## config.mk

```make
export PLATFORM = sky130hd
export DESIGN_NAME = fmap_addr_seq
export DESIGN_NICKNAME = d
export VERILOG_FILES = /design/src/rtl/fmap_addr_seq.sv
export SDC_FILE = /design/constraint.sdc
export NUM_CORES = 1
export LEC_CHECK = 0
export CELL_PAD_IN_SITES_DETAIL_PLACEMENT = 1
export CELL_PAD_IN_SITES_GLOBAL_PLACEMENT = 2
export CORE_MARGIN = 2
export CORE_UTILIZATION = 33
export CTS_CLUSTER_SIZE = 25
export DETAILED_ROUTE_END_ITERATION = 16
export GPL_ROUTABILITY_DRIVEN = 0
export PLACE_DENSITY_LB_ADDON = 0.1
export SYNTH_ARGS = -nofsm -noshare
export SYNTH_HDL_FRONTEND = slang
export SYNTH_SLANG_ARGS = --single-unit
```

## constraint.sdc

```tcl
create_clock -name i_clk -period 3.5 [get_ports i_clk]
set_clock_uncertainty 0.15 [all_clocks]
set_input_delay 0.7 -clock i_clk [delete_from_list [all_inputs] [get_ports i_clk]]
set_output_delay 0.7 -clock i_clk [all_outputs]
set_load 0.03 [all_outputs]
```

## src/rtl/fmap_addr_seq.sv

```systemverilog
// fmap_addr_seq: decodes a layer opcode into feature-map base slots and
// streams every pixel address of those maps over a valid/ready handshake.
module fmap_addr_seq #(
  parameter int FMAP_W       = 64,
  parameter int FMAP_H       = 64,
  parameter int NUM_CH       = 3,
  parameter int MAX_FMAP     = 67,
  parameter int FIRST_SEQ_OP = 16,
  parameter int LAST_OP      = 37,
  parameter int OP_W         = 6,
  parameter int ADDR_W       = 19,
  localparam int CH_W = (NUM_CH > 1) ? $clog2(NUM_CH) : 1
) (
  input  logic              i_clk,
  input  logic              i_rstn,
  input  logic              i_start,
  input  logic [OP_W-1:0]   i_opcode,
  input  logic              i_abort,
  input  logic              i_ready,
  output logic              o_valid,
  output logic [ADDR_W-1:0] o_addr,
  output logic [CH_W-1:0]   o_ch,
  output logic              o_busy,
  output logic              o_done,
  output logic              o_err
);

  localparam int COL_W = (FMAP_W > 1) ? $clog2(FMAP_W) : 1;
  localparam int ROW_W = (FMAP_H > 1) ? $clog2(FMAP_H) : 1;

  typedef enum logic [2:0] {
    IDLE,
    LOAD,
    RUN,
    DONE,
    ERR
  } stateT;

  stateT state;
  stateT stateNext;

  logic [OP_W-1:0]   opReg;
  logic [ADDR_W-1:0] base    [NUM_CH];
  logic [ADDR_W-1:0] baseNew [NUM_CH];
  logic [NUM_CH-1:0] mask;
  logic [NUM_CH-1:0] maskNew;
  logic [ADDR_W-1:0] idxBase;

  logic [CH_W-1:0]   chIdx;
  logic [CH_W-1:0]   firstCh;
  logic [CH_W-1:0]   lastCh;
  logic [CH_W-1:0]   nextCh;
  logic [CH_W-1:0]   firstNew;

  logic [COL_W-1:0]  col;
  logic [ROW_W-1:0]  row;
  logic [ADDR_W-1:0] rowOff;

  logic fire;
  logic lastCol;
  logic lastRow;
  logic lastChHit;

  always_comb begin : decode
    idxBase = '0;
    maskNew = '0;
    baseNew = '{default: '0};
    unique case (1'b1)
      (opReg < OP_W'(FIRST_SEQ_OP)):
        idxBase = '0;
      default:
        idxBase = (ADDR_W'(opReg) - ADDR_W'(FIRST_SEQ_OP)
                   + ADDR_W'(1)) * ADDR_W'(NUM_CH);
    endcase
    for (int c = 0; c < NUM_CH; c++) begin
      maskNew[c] = (idxBase + ADDR_W'(c)) < ADDR_W'(MAX_FMAP);
      baseNew[c] = (idxBase + ADDR_W'(c))
                   * ADDR_W'(FMAP_W * FMAP_H);
    end
  end

  // descending scan leaves the lowest matching channel in each result
  always_comb begin : chSel
    firstCh  = '0;
    lastCh   = '0;
    nextCh   = '0;
    firstNew = '0;
    for (int i = NUM_CH - 1; i >= 0; i--) begin
      if (mask[i]) firstCh = CH_W'(i);
      if (maskNew[i]) firstNew = CH_W'(i);
      if (mask[i] && (CH_W'(i) > chIdx)) nextCh = CH_W'(i);
    end
    for (int i = 0; i < NUM_CH; i++) begin
      if (mask[i]) lastCh = CH_W'(i);
    end
  end

  assign fire      = (state == RUN) && i_ready && !i_abort;
  assign lastCol   = (col == COL_W'(FMAP_W - 1));
  assign lastRow   = (row == ROW_W'(FMAP_H - 1));
  assign lastChHit = (chIdx == lastCh);

  always_comb begin : fsmNext
    stateNext = state;
    unique case (state)
      IDLE: begin
        if (i_start) begin
          if (i_opcode > OP_W'(LAST_OP)) stateNext = ERR;
          else stateNext = LOAD;
        end
      end
      LOAD: stateNext = (|maskNew) ? RUN : DONE;
      RUN: begin
        if (fire && lastChHit && lastCol && lastRow)
          stateNext = DONE;
      end
      DONE:    stateNext = IDLE;
      ERR:     stateNext = IDLE;
      default: stateNext = IDLE;
    endcase
    if (i_abort) stateNext = IDLE;
  end

  always_ff @(posedge i_clk or negedge i_rstn) begin
    if (!i_rstn) begin
      state  <= IDLE;
      opReg  <= '0;
      base   <= '{default: '0};
      mask   <= '0;
      chIdx  <= '0;
      col    <= '0;
      row    <= '0;
      rowOff <= '0;
    end else begin
      state <= stateNext;
      if (state == IDLE && i_start) opReg <= i_opcode;
      if (state == LOAD) begin
        base   <= baseNew;
        mask   <= maskNew;
        chIdx  <= firstNew;
        col    <= '0;
        row    <= '0;
        rowOff <= '0;
      end else if (fire) begin
        if (lastChHit) begin
          chIdx <= firstCh;
          if (lastCol) begin
            col    <= '0;
            row    <= row + ROW_W'(1);
            rowOff <= rowOff + ADDR_W'(FMAP_W);
          end else begin
            col <= col + COL_W'(1);
          end
        end else begin
          chIdx <= nextCh;
        end
      end
    end
  end

  assign o_valid = (state == RUN);
  assign o_addr  = base[chIdx] + rowOff + ADDR_W'(col);
  assign o_ch    = chIdx;
  assign o_busy  = (state != IDLE);
  assign o_done  = (state == DONE);
  assign o_err   = (state == ERR);

endmodule

```

# Yosys cells after proc, flatten, opt, wreduce, memory -nomap -nowiden
# Index checks and enable logic that the tools add are counted.
[word_totals] regBits=66 elab_cells=94
[op_classes] addsub=9 mul=1 n_lt_le_gt_ge=9 eq_ne=9 mux=36 n_bitwise=1 n_reduce_logical=19
[op_table] op="19-bit two-way mux" n=7
[op_table] op="19-bit by 7-bit < comparator with 1-bit output, second input constant" n=3
[op_table] op="6-bit two-way mux" n=8
[op_table] op="19-bit binary-select mux with 2-bit select" n=1
[op_table] op="2-bit two-way mux" n=13
[op_table] op="19-bit by 1-bit adder with 19-bit output, second input constant" n=1
[op_table] op="19-bit adder" n=1
[op_table] op="19-bit by 2-bit adder with 19-bit output, second input constant" n=1
[op_table] op="19-bit by 6-bit adder with 19-bit output" n=1
[op_table] op="19-bit by 7-bit adder with 19-bit output, second input constant" n=1
[op_table] op="6-bit by 1-bit adder with 6-bit output, second input constant" n=2
[op_table] op="6-bit equality test, second input constant" n=2
[op_table] op="3-bit two-way mux" n=4
[op_table] op="8-bit by 3-bit multiplier with 11-bit output, second input constant" n=1
[op_table] op="1-bit logical AND" n=9
[op_table] op="3-bit case mux with 3 select lines" n=1
[op_table] op="7-bit by 2-bit adder with 8-bit output, second input constant" n=1
[op_table] op="6-bit by 5-bit subtractor with 7-bit output, second input constant" n=1
[op_table] op="3-bit by 2-bit equality test with 1-bit output, second input constant" n=2
[op_table] op="6-bit > comparator, second input constant" n=1
[op_table] op="6-bit by 5-bit < comparator with 1-bit output, second input constant" n=1
[op_table] op="2-bit nonzero test" n=3
[op_table] op="1-bit by 2-bit > comparator with 1-bit output, first input constant" n=2
[op_table] op="2-bit AND reduction" n=2
[op_table] op="14 further kinds" n=15

# Depth between registers and ports, before layout
# Gate-level depths: netlist (run 1).
[logic_depth] word_depth=10 ltp_mapped=16

# Worst setup path after synthesis (run 1)
# No wires, ideal clock.
[synth_timing] path_type="register to register" start="register opReg[4]" end="register chIdx[1] (netlist: o_ch[1])" arrival_time_ns=3.580 t_required_ns=3.284 path_slack_ns=-0.296 stages_incl_launch_ff=16 n_path_buf=2 synth_period_minus_slack_ns=3.796 path_cell_list="dfrtp_1 -> inv_1 -> ha_1 -> clkbuf_1 -> clkbuf_1 -> xnor2_1 -> ha_1 -> ha_1 -> nand2_1 -> a21oi_1 -> a211oi_1 -> xor2_1 -> mux2i_1 -> o211ai_2 -> nor3b_1 -> o32a_1"
[synth_between] elab_chain_cells=10 elab_cells_between_ends=14
[synth_rtl] element="start, declared" line="42" source="logic [OP_W-1:0] opReg;"
[synth_rtl] element="start signal, assigned" line="136" source="if (state == IDLE && i_start) opReg <= i_opcode;"
[synth_rtl] element="6-bit by 5-bit subtractor with 7-bit output" line="72" source="idxBase = (ADDR_W'(opReg) - ADDR_W'(FIRST_SEQ_OP)"
[synth_rtl] element="7-bit by 2-bit adder with 8-bit output" line="73" source="+ ADDR_W'(1)) * ADDR_W'(NUM_CH);"
[synth_rtl] element="8-bit by 3-bit multiplier with 11-bit output" line="73"
[synth_rtl] element="19-bit two-way mux *" line="68" source="unique case (1'b1)"
[synth_rtl] element="19-bit by 2-bit adder with 19-bit output"
[synth_rtl] element="19-bit by 7-bit < comparator with 1-bit output" line="76" source="maskNew[c] = (idxBase + ADDR_W'(c)) < ADDR_W'(MAX_FMAP);"
[synth_rtl] element="2-bit two-way mux (2 in series)" line="90" source="if (maskNew[i]) firstNew = CH_W'(i);"
[synth_rtl] element="2-bit two-way mux *" line="90"
[synth_rtl] element="2-bit two-way mux *" line="137" source="if (state == LOAD) begin"
[synth_rtl] element="end signal, assigned" line="140" source="chIdx <= firstNew;"
[synth_rtl] element="end signal, assigned" line="146" source="chIdx <= firstCh;"
[synth_rtl] element="end signal, assigned" line="155" source="chIdx <= nextCh;"
[synth_rtl] element="end, declared" line="49" source="logic [CH_W-1:0] chIdx;"
# Every way passes the cells marked *; elsewhere a longest branch is shown, timed or not.
# A chain may end at the register's enable or synchronous reset.

# Final worst setup path (run 1)
[layout_timing] start="register chIdx[0] (netlist: o_ch[0])" end="output o_addr[18]"
[layout_between] elab_chain_cells=6
[layout_rtl] element="2-bit inverter with 3-bit output (implied by the code)" line="162" source="assign o_addr = base[chIdx] + rowOff + ADDR_W'(col);"
[layout_rtl] element="19-bit binary-select mux with 2-bit select" line="162"
[layout_rtl] element="19-bit two-way mux (implied by the code) (2 in series)" line="162"
[layout_rtl] element="19-bit adder" line="162"
[layout_rtl] element="19-bit by 6-bit adder with 19-bit output" line="162"
[layout_rtl] element="end, declared" line="21" source="output logic [ADDR_W-1:0] o_addr,"
# No other way between the ends. The select of a mux whose other input is x is not followed.

==> results.tsv, run 1 <==
stage	metric	value	unit
timing	fmax	286	MHz
route	drc	0	
setup_path	critPathMaxFanout	8	
timing	maxSlewHeadroom	0.534	
cells_and_area	nNetsFinal	616	
status	status	finished, final reports clean	
timing	fin_tns_setup	0	ns
cells_and_area	drive_gt1_frac	0.292	
route	via_per_inst	5.09	
synthesis	yosysWarnings	0	
setup_path	worst_r2r_path_depth	13	
cells_and_area	area_growth	40.6	%
floorplan	fp.dieW	118	um
timing	report.final.hold_viol_count	0	
synthesis	ys_seq_elements	59	
floorplan	num_rows	41	
cells_and_area	finalNonFillerCells	747	
synthesis	syn_area_per_cell	8.62	um^2
grt	grt_pass1_vias	4031	
clock_network	clockBufferDepth	2	
timing	tightest_slew	0.700	ns
setup_path	endpoint_kind	output pin	
clock_network	cts_buffers	9	
grt	gr-usage-all-layers	0.175	
placed_design	portBuffers	35	
synthesis	syn_nets	539	
floorplan	initial_core_util	0.338	
run	max_cap_viol_count	0	
synthesis	syn_inst	495	
synthesis	synth_top_area_share	0.346	
setup_path	cp.buffers_inverters	2	
floorplan	io_pins	36	
synthesis	synth_area_leaders	dfrtp_1, ha_1, nand2_1	
synthesis	synthArstFlopShare	1.00	
setup_path	cp_slowest_stage_delay	0.43	ns
grt	grt_pass1_wl	19.6	mm
timing	slew_violations	0	
synthesis	ys_seq_area_frac	0.346	
floorplan	die_h	118	um
grt	antenna_found_initial	0	
synthesis	post-synth-top-area-cell	dfrtp_1	
setup_path	path_cells	buf_12, mux2i_4, o21ai_4, ha_4, ha_4, a21oi_2, nor2_2, nor2_2, o21bai_2, a21oi_2, xnor2_2, buf_6	
route	first_pass_iters	4	
setup_path	arrival	2.65	ns
route	wirelength	11.9	mm
clock_network	ctsHtreeMaxLevel	3	
timing	rsz0062_at_grt	yes	
setup_path	path_delay_family	compound AO/OA/AOI/OAI gates	
setup_path	start_kind	flop	
placed_design	dp_cells	721	
grt	grt-ovfl-total	0	
grt	grt_max_degree	35	
floorplan	dieArea	13900	um^2
cells_and_area	antenna_cells	0	
setup_path	slowest_stage	dfrtp_2	
route	wl_per_cell	15.9	um
synthesis	syn-cell-area	4270	um^2
synthesis	synth_edf_count	0	
setup_path	crit_type	flop to output pin	
synthesis	synthTopCellsByCount	nand2_1, dfrtp_1, o21ai_0, nor2_1, ha_1	
timing	min_period_over_period	0.999	
route	drt-initial-drc-count	111	
timing	setup_viol	0	
route	dr_total_vias	3799	
placed_design	hpwl	8.86	mm
synthesis	netlist-cell-type-count	64	
clock_network	insertion_delay	0.33	ns
clock_network	cts_tree	done	
clock_network	numClockSinks	59	
route	drtAntennaViolNets	0	
clock_network	clkTransAtPathRegs	0.05	ns
min_path	hp-class	primary input to async pin	
setup_path	cp.depth	12	
timing	min_period	3.50	ns
synthesis	synthFlopType	dfrtp_1	
clock_network	cts_root_buf	clkbuf_16	
floorplan	core_area	12600	um^2
synthesis	yosysMostFrequentCell	nand2_1	
setup_path	cp.required	2.65	ns
layer usage:
layer	wire length [um]	vias up	GRT usage
li1	-	1864	-
met1	5170	1872	0.213
met2	6210	46	0.307
met3	266	17	0.0344
met4	218	0	0.0648
met5	0	-	0
sequential cells by signal, summed over array words and instances, names as in the netlist:
name    flops
col         6
opReg       6
rowOff     13
base       20
o_ch        2
state       3
row         6
mask        3
cells by family (layout without fill, tap and decap cells):
family | after synthesis | after routing | share of synthesized area
AO/OA/AOI/OAI | 97 | 97 | 0.144
XOR/XNOR | 55 | 55 | 0.113
adder cells (fa/ha/maj) | 33 | 33 | 0.0986
buffers and inverters | 46 | 126 | 0.0437
flip-flops | 59 | 59 | 0.346
multiplexers | 12 | 12 | 0.0302
other | 1 | 1 | 0.000879
AND/OR/NAND/NOR | 192 | 192 | 0.224
stage by stage:
| stage | setup WS (ns) | util | area, um^2 | hold WS [ns] |
|---|---|---|---|---|
| detailed placement | -0.112 | 0.405 | 5120 | 0.319 |
| finish | 0.00377 | 0.475 | 6000 | 0.269 |
| CTS | -0.0749 | 0.445 | 5610 | 0.287 |
| global route | -0.140 | 0.475 | 6000 | 0.335 |
| global placement | 0.00288 | 0.405 | 5120 | 0.311 |
| floorplan | -0.00285 | - | 4320 | 0.254 |
layout make-up:
cell class / count / area, um^2
inverters: 15 / 58.8
repair buffers: 97 / 846
flip-flops and latches: 59 / 1480
fillers: 1439 / 6620
well taps: 172 / 215
clock inverters: 3 / 15.0
multi-input cells: 390 / 3130
clock buffers: 11 / 253
layout by cell type (no fill, tap or decap), types with 4 or more instances in the layout:
cell type        count
nand2_1             69
buf_4               59
dfrtp_1             57
nor2_1              30
o21ai_0             30
clkdlybuf4s50_1     29
xnor2_1             25
xor2_1              20
ha_1                20
nand3_1             16
a21oi_1             15
inv_1               12
ha_4                10
nor3_1               9
clkbuf_16            9
nand4_1              7
a21oi_2              6
and3_1               6
or3_1                6
buf_6                6
xor2_2               5
mux2i_1              5
xnor2_2              5
nor2_2               5
o31ai_1              4
o21a_1               4
nand2b_1             4
worst paths after layout:
kind	slack, ns	endpoint	start
worst min register to register	0.33	base[17]	base[17]
worst min-delay path	0.27	rowOff[13]	i_rstn
worst max-delay path	0.004	o_addr[18]	o_ch[0]
min in group i_clk	0.33	base[17]	base[17]
worst max register to register	0.01	o_ch[1]	opReg[1]
max in group asynchronous	2.08	opReg[1]	i_rstn
timing repair:
item | in CTS | in global routing
hold buffers | 0 | 0
pin swaps | 15 | 28
endpoints found under the setup margin | 10 | 11
setup buffers | 4 | 9
gates resized for setup | 42 | 55
Power of run 1 is left out: the tool's default activity adds up to more than one toggle a clock period on the data nets, which glitch-free logic cannot reach.
==> run 2, diff against run 1 <==
- CORE_ASPECT_RATIO: unset -> 1.1
- CORE_UTILIZATION: 33 -> 39
- clock period: 3.5 -> 4.5 ns (I/O delays scaled with it)
==> results.tsv, run 2 (synthesis results as in run 1) <==
stage	metric	value	unit
placed_design	hpwl	8.08	mm
cells_and_area	mostFrequentLayoutCell	nand2_1	
cells_and_area	largest_registers	base (20), rowOff (13)	
status	status	finished, final reports clean	
setup_path	critPathMaxFanout	15	
cells_and_area	drive_gt1_frac	0.0835	
timing	min_period_over_period	0.913	
timing	rsz0062_at_grt	no	
floorplan	num_rows	40	
route	first_pass_iters	4	
setup_path	start_kind	flop	
grt	grt-busiest-layer	met2	
route	wirelength	10.5	mm
timing	setup_slack	0.390	ns
setup_path	cp.buffers_inverters	2	
floorplan	core_area	10800	um^2
pwr	power_density	841	nW/um^2
cells_and_area	design_area	5070	um^2
setup_path	slowest_stage	clkdlybuf4s50_1	
clock_network	cts_buffers	9	
cells_and_area	nNetsFinal	566	
clock_network	insertion_delay	0.33	ns
setup_path	endpoint_kind	output pin	
floorplan	initial_core_util	0.395	
clock_network	clockBufferDepth	2	
floorplan	io_pins	36	
floorplan	dieArea	11800	um^2
clock_network	numClockSinks	59	
floorplan	fp.dieW	104	um
route	drc	0	
timing	report.final.hold_viol_count	0	
placed_design	detailedPlace.worstSlack	0.351	ns
cells_and_area	regMostFlops	base	
grt	grt_pass1_vias	3773	
grt	grt_max_degree	42	
setup_path	cp_slowest_stage_delay	0.69	ns
route	dr_total_vias	3548	
floorplan	die_h	114	um
timing	slew_violations	0	
grt	gr-usage-all-layers	0.193	
grt	use_met3	0.0354	
clock_network	cts_tree	done	
pwr	power.leakage	2.28	nW
grt	antenna_found_initial	0	
timing	tightest_slew	0.792	ns
route	drt-initial-drc-count	136	
route	via_per_inst	5.26	
grt	use_met2	0.347	
setup_path	crit_type	flop to output pin	
clock_network	ctsHtreeMaxLevel	3	
pwr	irDropWorstVdd	679	uV
min_path	hp-class	flop to flop	
setup_path	cp.required	3.45	ns
cells_and_area	final_cell_mix	nand2_1, dfrtp_1, o21ai_0	
cells_and_area	largest_reg_flops	20	
setup_path	arrival	3.06	ns
timing	fmax	243	MHz
timing	fin_tns_setup	0	ns
route	drtAntennaViolNets	0	
setup_path	path_delay_family	buffers and inverters	
timing	setup_viol	0	
setup_path	path_cells	buf_4, mux2i_1, o21ai_0, ha_1, ha_1, a21oi_1, nor2_1, nor2_1, xnor2_1, clkdlybuf4s50_1	
cells_and_area	area_growth	18.9	%
cells_and_area	antenna_cells	0	
clock_network	cts_root_buf	clkbuf_16	
grt	met1_usage	0.237	
grt	grt-ovfl-total	0	
timing	maxSlewHeadroom	0.472	
route	wl_per_cell	15.6	um
placed_design	portBuffers	35	
grt	grt_pass1_wl	18.5	mm
timing	min_period	4.11	ns
clock_network	clkTransAtPathRegs	0.05	ns
placed_design	placed_area	4760	um^2
cells_and_area	fill_cells	1296	
run	max_cap_viol_count	0	
-- run 2: through the flow --
step,hold WS [ns],total power [mW],util,cells
6_report,0.322,4.27,0.469,674
5_1_grt,0.369,4.68,0.469,674
4_1_cts,0.327,4.34,0.469,674
3_5_place_dp,0.314,3.61,0.440,658
3_3_place_gp,0.308,3.54,0.440,658
2_1_floorplan,0.295,2.83,-,495
-- run 2: layout make-up --
cell class | instances | area [um^2] | area share
Multi-Input combinational cell | 390 | 2610 | 0.515
Sequential cell | 59 | 1480 | 0.291
Timing Repair Buffer | 47 | 440 | 0.0868
Clock buffer | 11 | 243 | 0.0479
Tap cell | 147 | 184 | 0.0363
Clock inverter | 5 | 61.3 | 0.0121
Inverter | 15 | 56.3 | 0.0111
-- run 2: worst paths after layout --
path                       startpoint         end  slack (ns)  depth (start not counted)
setup / recovery              o_ch[0]  o_addr[16]        0.39                         10
hold / removal               base[36]    base[36]        0.32                          2
setup reg to reg             opReg[2]     o_ch[1]        0.54                         13
hold reg to reg              base[36]    base[36]        0.32                          2
max in group asynchronous      i_rstn    state[0]        2.85                          2
min in group asynchronous      i_rstn  rowOff[11]        0.51                          1
-- run 2: what timing repair did --
item / 4_1_cts / 5_1_grt
hold endpoints to repair: 0 / 0
hold buffers: 0 / 0
endpoints found under the setup margin: 1 / 2
setup buffers: 0 / 0
resized for setup: 1 / 2
-- run 2: worst reg2reg max path, stage by stage (launching register included) --
cell and delay, ns:
dfrtp_1 0.59, nand2_1 0.16, nor3_1 0.30, xnor2_1 0.17, ha_1 0.26, ha_1 0.38, nand2_1 0.10, a21oi_1 0.04
a211oi_1 0.41, xor2_1 0.39, a211oi_1 0.09, o211ai_1 0.42, nor3b_1 0.26, o32a_1 0.18
-- run 2: routing by layer --
metal  vias to the layer above  share of wire  routed length (um)
li1                       1775              -                   -
met1                      1727           0.46                4800
met2                        35           0.51                5410
met3                        11          0.018                 194
met4                         0          0.012                 125
met5                         -              0                   0
-- run 2: power breakdown --
group | internal, mW | total, mW | switching [mW]
logic | 1.16 | 2.80 | 1.64
registers | 0.654 | 0.768 | 0.114
clock network | 0.445 | 0.696 | 0.251
total | 2.26 | 4.27 | 2.01
Power figures use the tool's default switching activity.
==> run 3, diff against run 2 <==
- SKIP_LAST_GASP: unset -> 1
==> results of run 3 <==
No change in the layout: final DEF, timing and power equal those of run 2.
